--- config.mk ---
export PLATFORM = sky130hd
export DESIGN_NAME = change_dispenser
export DESIGN_NICKNAME = d
export VERILOG_FILES = /design/src/rtl/change_dispenser.sv
export SDC_FILE = /design/constraint.sdc
export NUM_CORES = 1
export LEC_CHECK = 0
export ABC_AREA = 1
export CORE_AREA = 2 2 93 95
export DETAILED_ROUTE_END_ITERATION = 16
export DIE_AREA = 0 0 95 97
export HOLD_SLACK_MARGIN = 0.15
export MAX_ROUTING_LAYER = met4
export SLEW_MARGIN = 20
export SYNTH_ARGS = -nofsm -noshare
export SYNTH_HDL_FRONTEND = slang
export SYNTH_SLANG_ARGS = --single-unit
--- constraint.sdc ---
create_clock -name sys_clk -period 2 [get_ports sys_clk]
set_clock_uncertainty 0.05 [all_clocks]
set_input_delay 0.4 -clock sys_clk [delete_from_list [all_inputs] [get_ports sys_clk]]
set_output_delay 0.4 -clock sys_clk [all_outputs]
set_load 0.005 [all_outputs]
--- src/rtl/change_dispenser.sv ---
// change_dispenser: greedy coin change-out sequencer with per-denomination
// inventory. Denomination order (bit 0..4) is 1, 5, 10, 20, 50.
// Optional build macro: CHANGE_ACK_TIMEOUT_EN enables the eject acknowledge
// timeout. Without it, EJECT waits indefinitely and fault stays 0.
//
// state  | meaning
// IDLE   | waiting for start
// SELECT | choose the largest affordable denomination that is in stock
// EJECT  | hold one-hot eject until the hopper acknowledges
// GAP    | settle time after an acknowledge before the next selection
// DONE   | one-cycle done pulse, results held
module change_dispenser #(
  parameter int STOCK_W     = 4,
  parameter int STOCK_INIT  = 8,
  parameter int GAP_CYCLES  = 4,
  parameter int ACK_TIMEOUT = 1000
) (
  input  logic       sys_clk,
  input  logic       sys_rst,
  input  logic       start,
  input  logic [7:0] change_amount,
  input  logic [4:0] deposit,
  input  logic       eject_ack,
  output logic [4:0] eject,
  output logic       busy,
  output logic       done,
  output logic       short,
  output logic       fault,
  output logic [7:0] remaining,
  output logic [4:0] stock_empty
);

  localparam int GAP_W = (GAP_CYCLES > 0) ? $clog2(GAP_CYCLES + 1) : 1;
  localparam int TMR_W = (ACK_TIMEOUT > 1) ? $clog2(ACK_TIMEOUT + 1) : 1;
  localparam logic [STOCK_W-1:0] STOCK_MAX = {STOCK_W{1'b1}};

  typedef enum logic [2:0] {S_IDLE, S_SELECT, S_EJECT, S_GAP, S_DONE} state_t;

  state_t             state_q, state_d;
  logic [7:0]         rem_q, rem_d;
  logic [2:0]         sel_q, sel_d;
  logic               short_q, short_d;
  logic               fault_q, fault_d;
  logic [GAP_W-1:0]   gap_q, gap_d;
  logic [TMR_W-1:0]   tmr_q, tmr_d;
  logic [4:0]         eject_q, eject_d;
  logic               busy_q, busy_d;
  logic               done_q, done_d;
  logic [4:0]         empty_q, empty_d;
  logic [STOCK_W-1:0] stock_q [5];
  logic [STOCK_W-1:0] stock_d [5];
  logic [4:0]         dec;
  logic               pick_ok;
  logic [2:0]         pick_idx;

  function automatic logic [7:0] coin_val(input logic [2:0] idx);
    case (idx)
      3'd0:    coin_val = 8'd1;
      3'd1:    coin_val = 8'd5;
      3'd2:    coin_val = 8'd10;
      3'd3:    coin_val = 8'd20;
      default: coin_val = 8'd50;
    endcase
  endfunction

  // Largest denomination that fits the amount owed and is in stock.
  always_comb begin
    pick_ok  = 1'b0;
    pick_idx = 3'd0;
    for (int k = 0; k < 5; k++) begin
      if (coin_val(3'(k)) <= rem_q && stock_q[k] != '0) begin
        pick_ok  = 1'b1;
        pick_idx = 3'(k);
      end
    end
  end

  // Next-state logic and registered-output precompute.
  always_comb begin
    state_d = state_q;
    rem_d   = rem_q;
    sel_d   = sel_q;
    short_d = short_q;
    fault_d = fault_q;
    gap_d   = gap_q;
    tmr_d   = tmr_q;
    dec     = 5'b0;
    case (state_q)
      S_IDLE: begin
        if (start) begin
          rem_d   = change_amount;
          short_d = 1'b0;
          fault_d = 1'b0;
          state_d = S_SELECT;
        end
      end
      S_SELECT: begin
        if (rem_q == 8'd0) begin
          state_d = S_DONE;
        end else if (pick_ok) begin
          sel_d   = pick_idx;
          tmr_d   = TMR_W'(ACK_TIMEOUT - 1);
          state_d = S_EJECT;
        end else begin
          short_d = 1'b1;
          state_d = S_DONE;
        end
      end
      S_EJECT: begin
        if (eject_ack) begin
          rem_d      = rem_q - coin_val(sel_q);
          dec[sel_q] = 1'b1;
          gap_d      = GAP_W'(GAP_CYCLES);
          state_d    = S_GAP;
        end else if (tmr_q != '0) begin
          tmr_d = tmr_q - 1'b1;
        end
`ifdef CHANGE_ACK_TIMEOUT_EN
        else begin
          fault_d = 1'b1;
          short_d = 1'b1;
          state_d = S_DONE;
        end
`endif
      end
      S_GAP: begin
        if (gap_q == '0) state_d = S_SELECT;
        else             gap_d   = gap_q - 1'b1;
      end
      S_DONE:  state_d = S_IDLE;
      default: state_d = S_IDLE;
    endcase
    eject_d = (state_d == S_EJECT) ? (5'b00001 << sel_d) : 5'b0;
    busy_d  = (state_d == S_SELECT) || (state_d == S_EJECT) || (state_d == S_GAP);
    done_d  = (state_d == S_DONE);
  end

  // Inventory: deposit increments (saturating), acknowledge decrements; both cancel.
  always_comb begin
    stock_d = stock_q;
    empty_d = 5'b0;
    for (int k = 0; k < 5; k++) begin
      if (deposit[k] && !dec[k]) begin
        if (stock_q[k] != STOCK_MAX) stock_d[k] = stock_q[k] + 1'b1;
      end else if (!deposit[k] && dec[k]) begin
        stock_d[k] = stock_q[k] - 1'b1;
      end
      empty_d[k] = (stock_d[k] == '0);
    end
  end

  // State and output registers with synchronous reset.
  always_ff @(posedge sys_clk) begin
    if (sys_rst) begin
      state_q <= S_IDLE;
      rem_q   <= 8'd0;
      sel_q   <= 3'd0;
      short_q <= 1'b0;
      fault_q <= 1'b0;
      gap_q   <= '0;
      tmr_q   <= '0;
      eject_q <= 5'b0;
      busy_q  <= 1'b0;
      done_q  <= 1'b0;
      empty_q <= (STOCK_INIT == 0) ? 5'b11111 : 5'b00000;
      for (int k = 0; k < 5; k++) stock_q[k] <= STOCK_W'(STOCK_INIT);
    end else begin
      state_q <= state_d;
      rem_q   <= rem_d;
      sel_q   <= sel_d;
      short_q <= short_d;
      fault_q <= fault_d;
      gap_q   <= gap_d;
      tmr_q   <= tmr_d;
      eject_q <= eject_d;
      busy_q  <= busy_d;
      done_q  <= done_d;
      empty_q <= empty_d;
      stock_q <= stock_d;
    end
  end

  assign eject       = eject_q;
  assign busy        = busy_q;
  assign done        = done_q;
  assign short       = short_q;
  assign fault       = fault_q;
  assign remaining   = rem_q;
  assign stock_empty = empty_q;

endmodule

==> run summary <==
Comb power frac - 0.393
vias in the first global route - 2912
reg2reg end - remaining[2]
Hold Path Class - reg -> reg
Cell Area, Placed - 3990 sq um
CP Depth - 9
power density cells - 716 nW/um^2
CTS H-tree depth - 2
post-synth top area cell - dfxtp_1
Final Instance Area - 4180 sq um
share of Yosys cell area claimed by the top area cell type - 0.310
worst setup margin - -91.2 ps
Worst setup EP type - register
global route overflow - 0
1st-iter DRT viols - 104
CP startpoint kind - register
maximum clock rate - 478 MHz
Crit path buffers/inverters - 3
Crit Path Max Fanout - 4
Final nets - 555
hold depth - 1
synth unique cells - 40
Clock Latency Late Sink - 320 ps
Async SR Flop Fraction - 0
die width - 95 um
reg2reg path depth - 9
total CTS buffers - 5
share of cells above drive strength 1 - 0.235
Post-Syn Instances - 448
Sink Count - 50
Hold Vio Cnt, Final - 0
# Max-Cap Violations - 0
Post-DRT Antenna Nets - 0
Die Y - 97 um
most common flop cell mapped by yosys - dfxtp_1
Max VDD drop - 0.411 mV
Ys Warns - 0
Clk pwr share - 0.219
Slew Viols, Final - 0
Overall Power - 2.99 mW
Pint - 1.88 mW
initial antenna violation count - 0
synthesized flop and latch total - 50
flop-to-flop setup slack - -90 ps
1st-pass router iterations - 4
Worst Path Required - 2150 ps
CTS tree - done
switching pwr - 1.11 mW
final worst path period share - 1.05
Synth Cell Area - 3230 sq um
syn_area_per_cell - 7.21 sq um
leakage power - 1.84 nW
Post-route DRC - 0
global-route wire length before repair - 12600 um
Worst path slowest cell - dfxtp_4
RSZ-0062 raised after global routing - yes
pre-CTS WS - -140 ps
Detail Placement HPWL - 5930 um
Most Frequent Cell on Critical Path - buf_4
Crit path arrival time - 2240 ps
Wirelength per Cell - 12.0 um
worst path cell trace - buf_12, nor3_4, nor2_4, fa_2, buf_4, buf_4, or2_2, nand3_1, a31oi_1
hold path start - gap_q[0]
delay-heaviest family, CP - simple AND/OR/NAND/NOR gates
final WL - 7510 um
IO Port Bufs - 37
placed cells - 613
largest net degree at the start of global routing - 26
Ports - 39
core area - 8130 sq um
Clock transition at path regs - 110 ps
area grow syn2layout - 29.4%
failing checks - negative setup slack
Root Driver - clkbuf_8
Sw Ratio - 0.370
clk buf depth - 2
Via Count - 3011
ANT cells - 0
final setup fails - 4
All-Layer GR Usage - 0.173
Non-Filler Instances - 625
die area - 9220 sq um
kind of critical path - reg -> reg
register area share after synthesis - 0.310
largest cells by area after synthesis - dfxtp_1 (31%), nand2_1 (9.5%), ha_1 (7.0%)
Initial Utilization - 0.397
Tmin final - 2090 ps
most frequent cell after synthesis - nand2_1
Worst Hold End - gap_q[0]
detailed-route vias per instance - 4.82
number of synthesized flops with an enable pin - 0
RR Startpoint - sel_q[2]
Commonest cells post-synth - nand2_1 (82), inv_1 (56), nor2_1 (54)
register share of total power - 0.387
Cell Rows - 33
RePlAce Congestion - 0.832
Worst path max stage delay - 380 ps
syn_nets - 484
run status - finished, violations left
metrics by stage:
step / utilization / TNS, ps / hold WS (ps)
after global placement: 0.490 / -681 / 393
after global routing: 0.514 / -875 / 440
after CTS: 0.505 / -182 / 423
final: 0.514 / -255 / 422
after floorplan: - / 0 / 376
after detailed placement: 0.490 / -1090 / 407
cell usage in the layout, fill, tap and decap left out, drive strengths merged, types with 3 or more instances in the layout:
master,count
clkdlybuf4s50,37
clkbuf,5
nand2,93
nor2,69
o21ai,30
inv,63
ha,18
a31oi,9
clkinv,3
buf,35
dfxtp,50
nor3,7
a21oi,16
o21bai,3
or2,5
nand3,44
xor2,13
nand4,6
a211oi,3
what timing repair did:
| item | 4_1_cts | 5_1_grt |
|---|---|---|
| setup buffers | 2 | 2 |
| gates resized for setup | 3 | 15 |
| endpoints found under the setup margin | 3 | 5 |
| hold buffers | 0 | 0 |
| gates cloned | 0 | 0 |
| pin swaps | 2 | 14 |
state kept, by name, indices dropped and copies added, names as in the netlist:
name / flops
busy: 1
done: 1
eject: 5
gap_q: 3
remaining: 8
sel_q: 3
short: 1
state_q: 3
stock_empty: 5
stock_q: 20
kinds of logic after synthesis:
kind of cell,share of synthesized area
adders and majority gates,0.0759
xor gates and xnor gates,0.0353
AOI/OAI and AO/OA,0.131
muxes,0.00310
other,0.00116
buffers and inverters,0.0953
and+or+nand+nor,0.348
DFF,0.310
worst max-delay path by stage:
| stage | start | endpoint | slack [ps] |
|---|---|---|---|
| after global routing | sel_q[2] | remaining[5] | -230 |
| final | sel_q[2] | remaining[2] | -90 |
| after detailed placement | eject_ack | stock_empty[2] | -140 |
| after CTS | sel_q[2] | remaining[5] | -70 |
| after global placement | eject_ack | stock_empty[2] | -100 |
| after floorplan | sel_q[0] | remaining[5] | 2 |
per-layer routing:
| layer | vias up | global-route usage | share of wire |
|---|---|---|---|
| met1 | 1363 | 0.229 | 0.49 |
| met2 | 49 | 0.275 | 0.48 |
| li1 | 1594 | - | - |
| met4 | 0 | 0.0468 | 0.0071 |
| met3 | 5 | 0.0265 | 0.031 |
| met5 | - | - | 0 |
layout make-up:
class	count	area (sq um)
clock inverters	3	28.8
inverters	64	264
multi-input cells	326	2030
clock buffers	5	68.8
repair buffers	72	646
fillers	815	3960
flip-flops and latches	50	1010
well taps	105	131
power by group through the flow:
| stage | clock (mW) | combinational, mW | sequential (mW) |
|---|---|---|---|
| floorplan | 0 | 0.708 | 1.17 |
| global placement | 0 | 1.05 | 1.18 |
| detailed placement | 0 | 1.07 | 1.18 |
| CTS | 0.689 | 1.09 | 1.16 |
| global route | 0.722 | 1.31 | 1.17 |
| finish | 0.656 | 1.18 | 1.16 |
(Power assumes the default switching activity.)
